[src/rtl/pipelined_core.sv]
// rtl/pipelined_core.sv - 4-stage pipelined core with forwarding, branch flush, dmem stall and HALT
module pipelined_core #(
    parameter int DATA_W  = 16,
    parameter int IMEM_AW = 8,
    parameter int DMEM_AW = 8
) (
    input  logic               clk,
    input  logic               reset,
    output logic [IMEM_AW-1:0] imem_addr,
    input  logic [23:0]        imem_data,
    output logic [DMEM_AW-1:0] dmem_addr,
    output logic [DATA_W-1:0]  dmem_wdata,
    output logic               dmem_we,
    output logic               dmem_re,
    input  logic [DATA_W-1:0]  dmem_rdata,
    input  logic               dmem_ready,
    output logic               retire_valid,
    output logic [IMEM_AW-1:0] retire_pc,
    output logic               halted
);

    localparam logic [3:0] OP_ADD  = 4'd1;
    localparam logic [3:0] OP_SUB  = 4'd2;
    localparam logic [3:0] OP_AND  = 4'd3;
    localparam logic [3:0] OP_OR   = 4'd4;
    localparam logic [3:0] OP_SLT  = 4'd5;
    localparam logic [3:0] OP_ADDI = 4'd6;
    localparam logic [3:0] OP_LW   = 4'd7;
    localparam logic [3:0] OP_SW   = 4'd8;
    localparam logic [3:0] OP_BEQ  = 4'd9;
    localparam logic [3:0] OP_J    = 4'd10;
    localparam logic [3:0] OP_HALT = 4'd15;

    logic [IMEM_AW-1:0] pc_q, pc_d;
    logic               halted_q;
    logic [DATA_W-1:0]  rf_q [16];

    logic               id_valid_q;
    logic [23:0]        id_instr_q;
    logic [IMEM_AW-1:0] id_pc_q;

    logic               ex_valid_q;
    logic [3:0]         ex_op_q, ex_rd_q, ex_rs_q, ex_rt_q;
    logic [7:0]         ex_imm_q;
    logic [DATA_W-1:0]  ex_a_q, ex_b_q;
    logic [IMEM_AW-1:0] ex_pc_q, ex_jt_q;

    logic               mw_valid_q;
    logic [3:0]         mw_op_q, mw_rd_q;
    logic [DATA_W-1:0]  mw_res_q, mw_st_q;
    logic [IMEM_AW-1:0] mw_pc_q;

    logic               mw_mem, stall, mw_writes, mw_halt, wb_en, taken;
    logic [DATA_W-1:0]  wb_data, id_a, id_b, ex_a, ex_b, ex_simm, ex_res;
    logic [IMEM_AW-1:0] br_target;

    // MW stage: memory handshake, writeback value and halt detection
    always_comb begin
        mw_mem    = mw_valid_q && (mw_op_q == OP_LW || mw_op_q == OP_SW);
        stall     = mw_mem && !dmem_ready;
        mw_writes = mw_valid_q && (mw_op_q >= OP_ADD) && (mw_op_q <= OP_LW);
        mw_halt   = mw_valid_q && (mw_op_q == OP_HALT);
        wb_data   = (mw_op_q == OP_LW) ? dmem_rdata : mw_res_q;
        wb_en     = mw_writes && (mw_rd_q != 4'd0) && !stall;
    end

    // ID register read; the value being written back this cycle passes straight through
    always_comb begin
        id_a = rf_q[id_instr_q[15:12]];
        id_b = rf_q[id_instr_q[11:8]];
        if (wb_en && mw_rd_q == id_instr_q[15:12]) id_a = wb_data;
        if (wb_en && mw_rd_q == id_instr_q[11:8])  id_b = wb_data;
    end

    // EX: forward from MW over the ID-read operands, ALU, branch resolution and next PC
    always_comb begin
        ex_a    = (mw_writes && mw_rd_q != 4'd0 && mw_rd_q == ex_rs_q) ? wb_data : ex_a_q;
        ex_b    = (mw_writes && mw_rd_q != 4'd0 && mw_rd_q == ex_rt_q) ? wb_data : ex_b_q;
        ex_simm = DATA_W'($signed(ex_imm_q));
        case (ex_op_q)
            OP_ADD:                ex_res = ex_a + ex_b;
            OP_SUB:                ex_res = ex_a - ex_b;
            OP_AND:                ex_res = ex_a & ex_b;
            OP_OR:                 ex_res = ex_a | ex_b;
            OP_SLT:                ex_res = ($signed(ex_a) < $signed(ex_b)) ? DATA_W'(1) : '0;
            OP_ADDI, OP_LW, OP_SW: ex_res = ex_a + ex_simm;
            default:               ex_res = '0;
        endcase
        taken     = ex_valid_q && ((ex_op_q == OP_BEQ && ex_a == ex_b) || ex_op_q == OP_J);
        br_target = (ex_op_q == OP_J) ? ex_jt_q
                                      : ex_pc_q + IMEM_AW'(1) + IMEM_AW'($signed(ex_imm_q));
        pc_d      = taken ? br_target : pc_q + IMEM_AW'(1);
    end

    // Pipeline advance; a memory stall or the halted state freezes all state
    always_ff @(posedge clk) begin
        if (reset) begin
            pc_q       <= '0;
            halted_q   <= 1'b0;
            id_valid_q <= 1'b0;
            ex_valid_q <= 1'b0;
            mw_valid_q <= 1'b0;
            id_instr_q <= '0;
            id_pc_q    <= '0;
            ex_op_q    <= '0;
            ex_rd_q    <= '0;
            ex_rs_q    <= '0;
            ex_rt_q    <= '0;
            ex_imm_q   <= '0;
            ex_a_q     <= '0;
            ex_b_q     <= '0;
            ex_pc_q    <= '0;
            ex_jt_q    <= '0;
            mw_op_q    <= '0;
            mw_rd_q    <= '0;
            mw_res_q   <= '0;
            mw_st_q    <= '0;
            mw_pc_q    <= '0;
            for (int i = 0; i < 16; i++) rf_q[i] <= '0;
        end else if (!halted_q && !stall) begin
            if (mw_halt) begin
                halted_q   <= 1'b1;
                id_valid_q <= 1'b0;
                ex_valid_q <= 1'b0;
                mw_valid_q <= 1'b0;
            end else begin
                pc_q       <= pc_d;
                id_valid_q <= !taken;
                ex_valid_q <= id_valid_q && !taken;
                mw_valid_q <= ex_valid_q;
                id_instr_q <= imem_data;
                id_pc_q    <= pc_q;
                ex_op_q    <= id_instr_q[23:20];
                ex_rd_q    <= id_instr_q[19:16];
                ex_rs_q    <= id_instr_q[15:12];
                ex_rt_q    <= id_instr_q[11:8];
                ex_imm_q   <= id_instr_q[7:0];
                ex_jt_q    <= id_instr_q[IMEM_AW-1:0];
                ex_a_q     <= id_a;
                ex_b_q     <= id_b;
                ex_pc_q    <= id_pc_q;
                mw_op_q    <= ex_op_q;
                mw_rd_q    <= ex_rd_q;
                mw_res_q   <= ex_res;
                mw_st_q    <= ex_b;
                mw_pc_q    <= ex_pc_q;
                if (wb_en) rf_q[mw_rd_q] <= wb_data;
            end
        end
    end

    assign imem_addr    = pc_q;
    assign dmem_addr    = DMEM_AW'(mw_res_q);
    assign dmem_wdata   = mw_st_q;
    assign dmem_we      = !reset && !halted_q && mw_valid_q && (mw_op_q == OP_SW);
    assign dmem_re      = !reset && !halted_q && mw_valid_q && (mw_op_q == OP_LW);
    assign retire_valid = !reset && !halted_q && mw_valid_q && !stall;
    assign retire_pc    = mw_pc_q;
    assign halted       = halted_q;

endmodule
[config.mk]
export PLATFORM = sky130hd
export DESIGN_NAME = pipelined_core
export DESIGN_NICKNAME = d
export VERILOG_FILES = /design/src/rtl/pipelined_core.sv
export SDC_FILE = /design/constraint.sdc
export NUM_CORES = 1
export LEC_CHECK = 0
export CAP_MARGIN = 25
export CORE_ASPECT_RATIO = 0.5
export CORE_MARGIN = 1.5
export CORE_UTILIZATION = 56
export DETAILED_ROUTE_END_ITERATION = 8
export PLACE_DENSITY = 0.77
export REMOVE_ABC_BUFFERS = 1
export SETUP_SLACK_MARGIN = 0.1
export SLEW_MARGIN = 0
export SYNTH_ARGS = -nofsm -noshare
export SYNTH_HDL_FRONTEND = slang
export SYNTH_SLANG_ARGS = --single-unit
[constraint.sdc]
create_clock -name clk -period 3.7 [get_ports clk]
set_input_delay 0.74 -clock clk [delete_from_list [all_inputs] [get_ports clk]]
set_output_delay 0.74 -clock clk [all_outputs]
set_load 0.02 [all_outputs]
# == After elaboration in Yosys (flattened, before gate mapping) ==
# Memory sizes are Yosys's and may differ from the RTL's. A register that Yosys moved wholly into a read port is not among the register bits.
# Index checks and enable logic that the tools add are counted.
# W data, S select, Z words.
# classes
n_addsub,6
mul,0
n_div,0
magnitude_cmp,3
eq_ne,16
shift,0
mux,20
bitwise,3
reduce_logical,30
# ops
cell,n
$pmux W16 S6,1
$mux W16,4
$add A16 B16 Y16,2
$eq A4 B3 Y1 const B,5
$eq A4 B4 Y1 const B,5
$logic_and A1 B1 Y1,18
$add A8 B1 Y8 const B,2
$and A16 B16 Y16,1
$eq A16 B16 Y1,1
$lt A16 B16 Y1,1
$mux W8,2
$or A16 B16 Y16,1
$reduce_or A16 Y1,1
$sub A16 B16 Y16,1
$mux W1,12
$add A8 B8 Y8,1
$eq A4 B2 Y1 const B,2
$eq A4 B4 Y1,2
$logic_not A1 Y1,5
$eq A4 B1 Y1 const B,1
$ge A4 B1 Y1 const B,1
$le A4 B3 Y1 const B,1
$mux W4,1
$reduce_and A2 Y1,2
other kinds (4),5
# word_totals
reg_bits,124
latch_bits,0
ram_bits,256
mem_bits_ro,0
inputBits,43
output_inout_bits,44
elab_cells,97
mem_count,1
# mem_list
name,words,word_bits,rd,rd_ports_with_merged_regs,write_ports,line,source
rf_q,16,16,2,2,16,36,logic [DATA_W-1:0] rf_q [16];

# == Depth between registers and ports, before layout ==
# depth
word_depth,13
ltp_mapped,20
mapped_depth_nobuf,17

# == Worst setup path before layout ==
# OpenSTA, ideal clock, no wires.
# synth_timing
path_type,reg-to-reg
from,register mw_op_q[3]
to,register mw_res_q[14]
setup_time_ns,0.091
arrival_time_ns,4.062
required_ns,3.609
slack_ns,-0.453
stages_incl_launch_ff,17
n_path_buf,2
path_cell_list,dfxtp_1 -> nand4b_1 -> buf_2 -> buf_1 -> mux2i_1 -> o21ai_0 -> ha_1 -> inv_1 -> fa_1 -> nor2b_1 -> o31a_1 -> o311ai_0 -> a31oi_1 -> a31oi_1 -> xnor2_1 -> nand2_1 -> a311oi_1
# synth_between
elab_chain_len,8
elab_cells_between_ends,27
classes_between,add/sub: 3; order compare: 2; eq/ne: 3; mux: 4; bitwise: 3; reduce/logical: 12
# synth_lines
item,line,source
from (decl),49,"logic [3:0] mw_op_q, mw_rd_q;"
from (signal assigned),142,mw_op_q <= ex_op_q;
$ge A4 B1 Y1,61,mw_writes = mw_valid_q && (mw_op_q >= OP_ADD) && (mw_op_q <= OP_LW);
$logic_and A1 B1 Y1 (2 in a row),61,
$logic_and A1 B1 Y1,"77, 78",
$logic_and A1 B1 Y1 (on tied branches),"77, 78",
$mux W16 (on tied branches),"77, 78",
"$add A16 B16 Y16, or another cell as far along",86,"OP_ADDI, OP_LW, OP_SW: ex_res = ex_a + ex_simm;"
$pmux W16 S6,80,case (ex_op_q)
to (signal assigned),144,mw_res_q <= ex_res;
to (decl),50,"logic [DATA_W-1:0] mw_res_q, mw_st_q;"
# Several ways; a longest one is shown, not always the timed one.
# A chain may end at the register's enable or synchronous reset.

# == Final worst setup path ==
# layout_timing
from,register mw_rd_q[1]
to,register mw_res_q[15]
# layout_between
elab_chain_len,6
elab_cells_between_ends,14
classes_between,add/sub: 3; eq/ne: 2; mux: 3; bitwise: 2; reduce/logical: 4
# layout_lines
item,line,source
from (decl),49,
from (signal assigned),143,mw_rd_q <= ex_rd_q;
$reduce_bool A4 Y1,"77, 78",
$logic_and A1 B1 Y1,"77, 78",
$logic_and A1 B1 Y1 (on tied branches),"77, 78",
$mux W16 (on tied branches),"77, 78",
"$add A16 B16 Y16, or another cell as far along",86,
$pmux W16 S6 *,80,
# Every way passes the cells marked *; elsewhere a longest branch is shown, timed or not.

==> results.json <==
{
  "min_period_over_period_pct": 102,
  "vdd_drop_max_mv": 0.289,
  "ios": 87,
  "antenna_found_initial": 1,
  "relSlewSlack_pct": 6.61,
  "synth_cell_types": 65,
  "drt_first_iter_violations": 2201,
  "syn_area_per_cell_um2": 10.9,
  "crit_top_cell": "buf_6",
  "root_buffer": "clkbuf_16",
  "ys_ff_latch": 412,
  "wl_per_cell_um": 23.1,
  "final_common_cell": "nor2_1",
  "syn_to_final_growth_pct": 20.6,
  "r2r_slack_ns": -0.08,
  "violations": "setup timing",
  "ys.warnings.count": 0,
  "route.vias.total": 17885,
  "maxCapViolCount": 0,
  "drive_above_1_share_pct": 24.0,
  "cp.required_ns": 4.14,
  "gp_congestion": 0.936,
  "finalSetupTns_ns": -0.125,
  "fin_ws_ns": -0.0846,
  "netlist_area_mm2": 0.0222,
  "crit_chain": "xor2_4 -> nor4_4 -> nand2_4 -> buf_12 -> buf_8 -> o21a_4 -> buf_6 -> ha_4 -> buf_6 -> nand3b_1 -> o211a_1 -> o211ai_1 -> a31oi_2 -> a211oi_1 -> a211o_1 -> xnor2_2 -> o21ai_1",
  "placementRows": 51,
  "setup_viol": 3,
  "cts_hold_buf": 0,
  "port_buffers": 86,
  "place_ws_ns": -0.480,
  "die_area_mm2": 0.0409,
  "synth_flop_cell": "edfxtp_1",
  "critPathArrivalTime_ns": 4.23,
  "start_util_pct": 56.9,
  "instances_no_fill": 2796,
  "path_class": "reg -> reg",
  "worst_path_largest_cell_delay_ns": 0.39,
  "synth_edf_count": 256,
  "fin_hold_ws_ns": 0.453,
  "core-area_mm2": 0.0390,
  "path_clk_slew_ns": 0.07,
  "drc_errors": 0,
  "layout_common_cells": "nor2_1 (368), nand2_1 (274), edfxtp_1 (256), buf_4 (193), mux4_2 (160)",
  "p_leak_nw": 9.72,
  "grt_max_degree": 132,
  "status": "finished with violations",
  "viasPerCell": 6.40,
  "hold_viol": 0,
  "dp_hpwl_um": 42300,
  "clock-sinks": 412,
  "hp-class": "reg -> reg",
  "synth_cells": 2042,
  "cts_tree": "built",
  "cp-end-kind": "register",
  "worst_slew_pin_slew_ns": 1.39,
  "max_freq_mhz": 264,
  "drt_first_pass_iters": 8,
  "slew_viol_final": 0,
  "ys_async_sr_fraction_pct": 0,
  "rsz0062_at_grt": "yes",
  "die_x_um": 284,
  "critPathLaunchType": "register",
  "numCtsBuffers": 38,
  "totalWireLength_um": 64500,
  "p_per_area_mw_per_mm2": 417,
  "worst_path_max_delay_cell": "dfxtp_4",
  "path_max_fanout": 8,
  "cts_buffer_depth": 3,
  "ant_nets": 0,
  "grt_usage_pct": 30.3,
  "period_needed_ns": 3.78,
  "h-tree-depth": 2,
  "dp_cells": 2706,
  "skew_ns": 0.0280,
  "overflow": 0,
  "nets": 2353,
  "die_h_um": 144,
  "grt_pass1_vias": 16942,
  "grt_pass1_wl_um": 95900,
  "clock_latency_ns": 0.57,
  "seq_area_frac_synth_pct": 48.7
}
cells in the mapped netlist (all sizes together) (3+ instances only):
cell type,instances,area share (%)
nand2,279,4.7
a21oi,149,3.4
and3,6,0.17
o21a,10,0.34
nand2b,11,0.31
a32o,6,0.27
o221ai,6,0.24
or2,3,0.085
nor2b,11,0.31
nor3,44,1.0
clkbuf,107,1.8
a211oi,39,1.3
nor4,7,0.25
a21o,5,0.17
o21bai,6,0.20
nand4b,3,0.12
mux2,5,0.25
o21ai,67,1.5
a31oi,6,0.17
buf,54,1.3
inv,46,0.78
and2,4,0.11
o211ai,5,0.17
o31ai,6,0.20
a221oi,5,0.20
o22ai,6,0.17
nand3,15,0.34
mux2i,23,1.2
dfxtp,156,14
mux4,160,16
or3,8,0.23
nand3b,6,0.20
fa,3,0.27
a22o,3,0.12
ha,68,3.8
nor2,370,6.3
nor3b,6,0.20
xor2,27,1.1
xnor2,23,0.91
edfxtp,256,35
repair_timing:
action,CTS,global route
gates cloned,0,5
endpoints found under the setup margin,24,24
setup buffers,4,15
resized for setup,51,104
pin swaps,12,39
metrics by stage:
stage               power, mW  utilization, %  cell area (um^2)
finish                   11.2            68.6             26800
global route             11.4            68.6             26800
CTS                      10.9            66.9             26100
detailed placement       7.04            63.3             24700
global placement         6.98            63.3             24700
floorplan                6.31               -             21600
worst paths after layout:
kind	start	to	cells after the start
worst max-delay path	mw_rd_q[1]	mw_res_q[15]	17
worst min-delay path	retire_pc[0]	retire_pc[0]	2
worst max register to register	mw_rd_q[1]	mw_res_q[15]	17
worst min register to register	retire_pc[0]	retire_pc[0]	2
critical path: cells and delay by family (launching register included):
kind | cells | cell delay [ns]
AOI/OAI and AO/OA | 7 | 1.50
and+or+nand+nor | 3 | 0.68
buffers and inverters | 4 | 0.51
DFF | 1 | 0.39
xor gates and xnor gates | 2 | 0.29
adders and majority gates | 1 | 0.28
state kept, by name (all words and copies together), names as in the netlist, 8 cells and up:
| register | flops |
|---|---|
| dmem_wdata | 16 |
| ex_a_q | 16 |
| ex_b_q | 16 |
| ex_jt_q | 8 |
| ex_pc_q | 8 |
| id_instr_q | 24 |
| id_pc_q | 8 |
| imem_addr | 8 |
| mw_res_q | 16 |
| retire_pc | 8 |
| rf_q | 256 |
per-layer routing:
metal | up-vias | track usage [%] | part of all wire [%] | wire [um]
li1 | 7758 | - | - | -
met1 | 8678 | 38.7 | 36 | 23300
met2 | 1209 | 51.2 | 48 | 30900
met3 | 240 | 7.59 | 12 | 7720
met4 | 0 | 10.2 | 3.9 | 2530
met5 | - | 0 | 0 | 0
area by class of cell:
type / instances / area, um^2
antenna: 1 / 2.50
clock buffer: 47 / 1010
clock inverter: 19 / 164
fill: 2595 / 12200
inverter: 46 / 173
multi-input combinational: 1438 / 11200
sequential: 412 / 10800
tap: 530 / 663
timing repair buffer: 303 / 2730
kinds of logic (layout without fill, tap and decap cells):
| kind of cell | count (synthesis) | in the layout | synth area share, % |
|---|---|---|---|
| XOR/XNOR | 50 | 50 | 1.97 |
| AND/OR/NAND/NOR | 779 | 779 | 14.6 |
| flip-flops | 412 | 412 | 48.7 |
| buffers and inverters | 207 | 415 | 3.86 |
| adder cells (fa/ha/maj) | 71 | 71 | 4.11 |
| other | 1 | 17 | 0.0169 |
| AO/OA/AOI/OAI | 334 | 334 | 9.04 |
| multiplexers | 188 | 188 | 17.6 |
where the power goes:
part / total, mW / switching [mW] / leakage, nW / internal, mW
clock network: 3.89 / 1.79 / 0.578 / 2.10
registers: 5.23 / 0.174 / 3.92 / 5.06
logic: 2.03 / 1.04 / 5.23 / 0.990
Note: power is estimated with default switching activity, not from simulation.
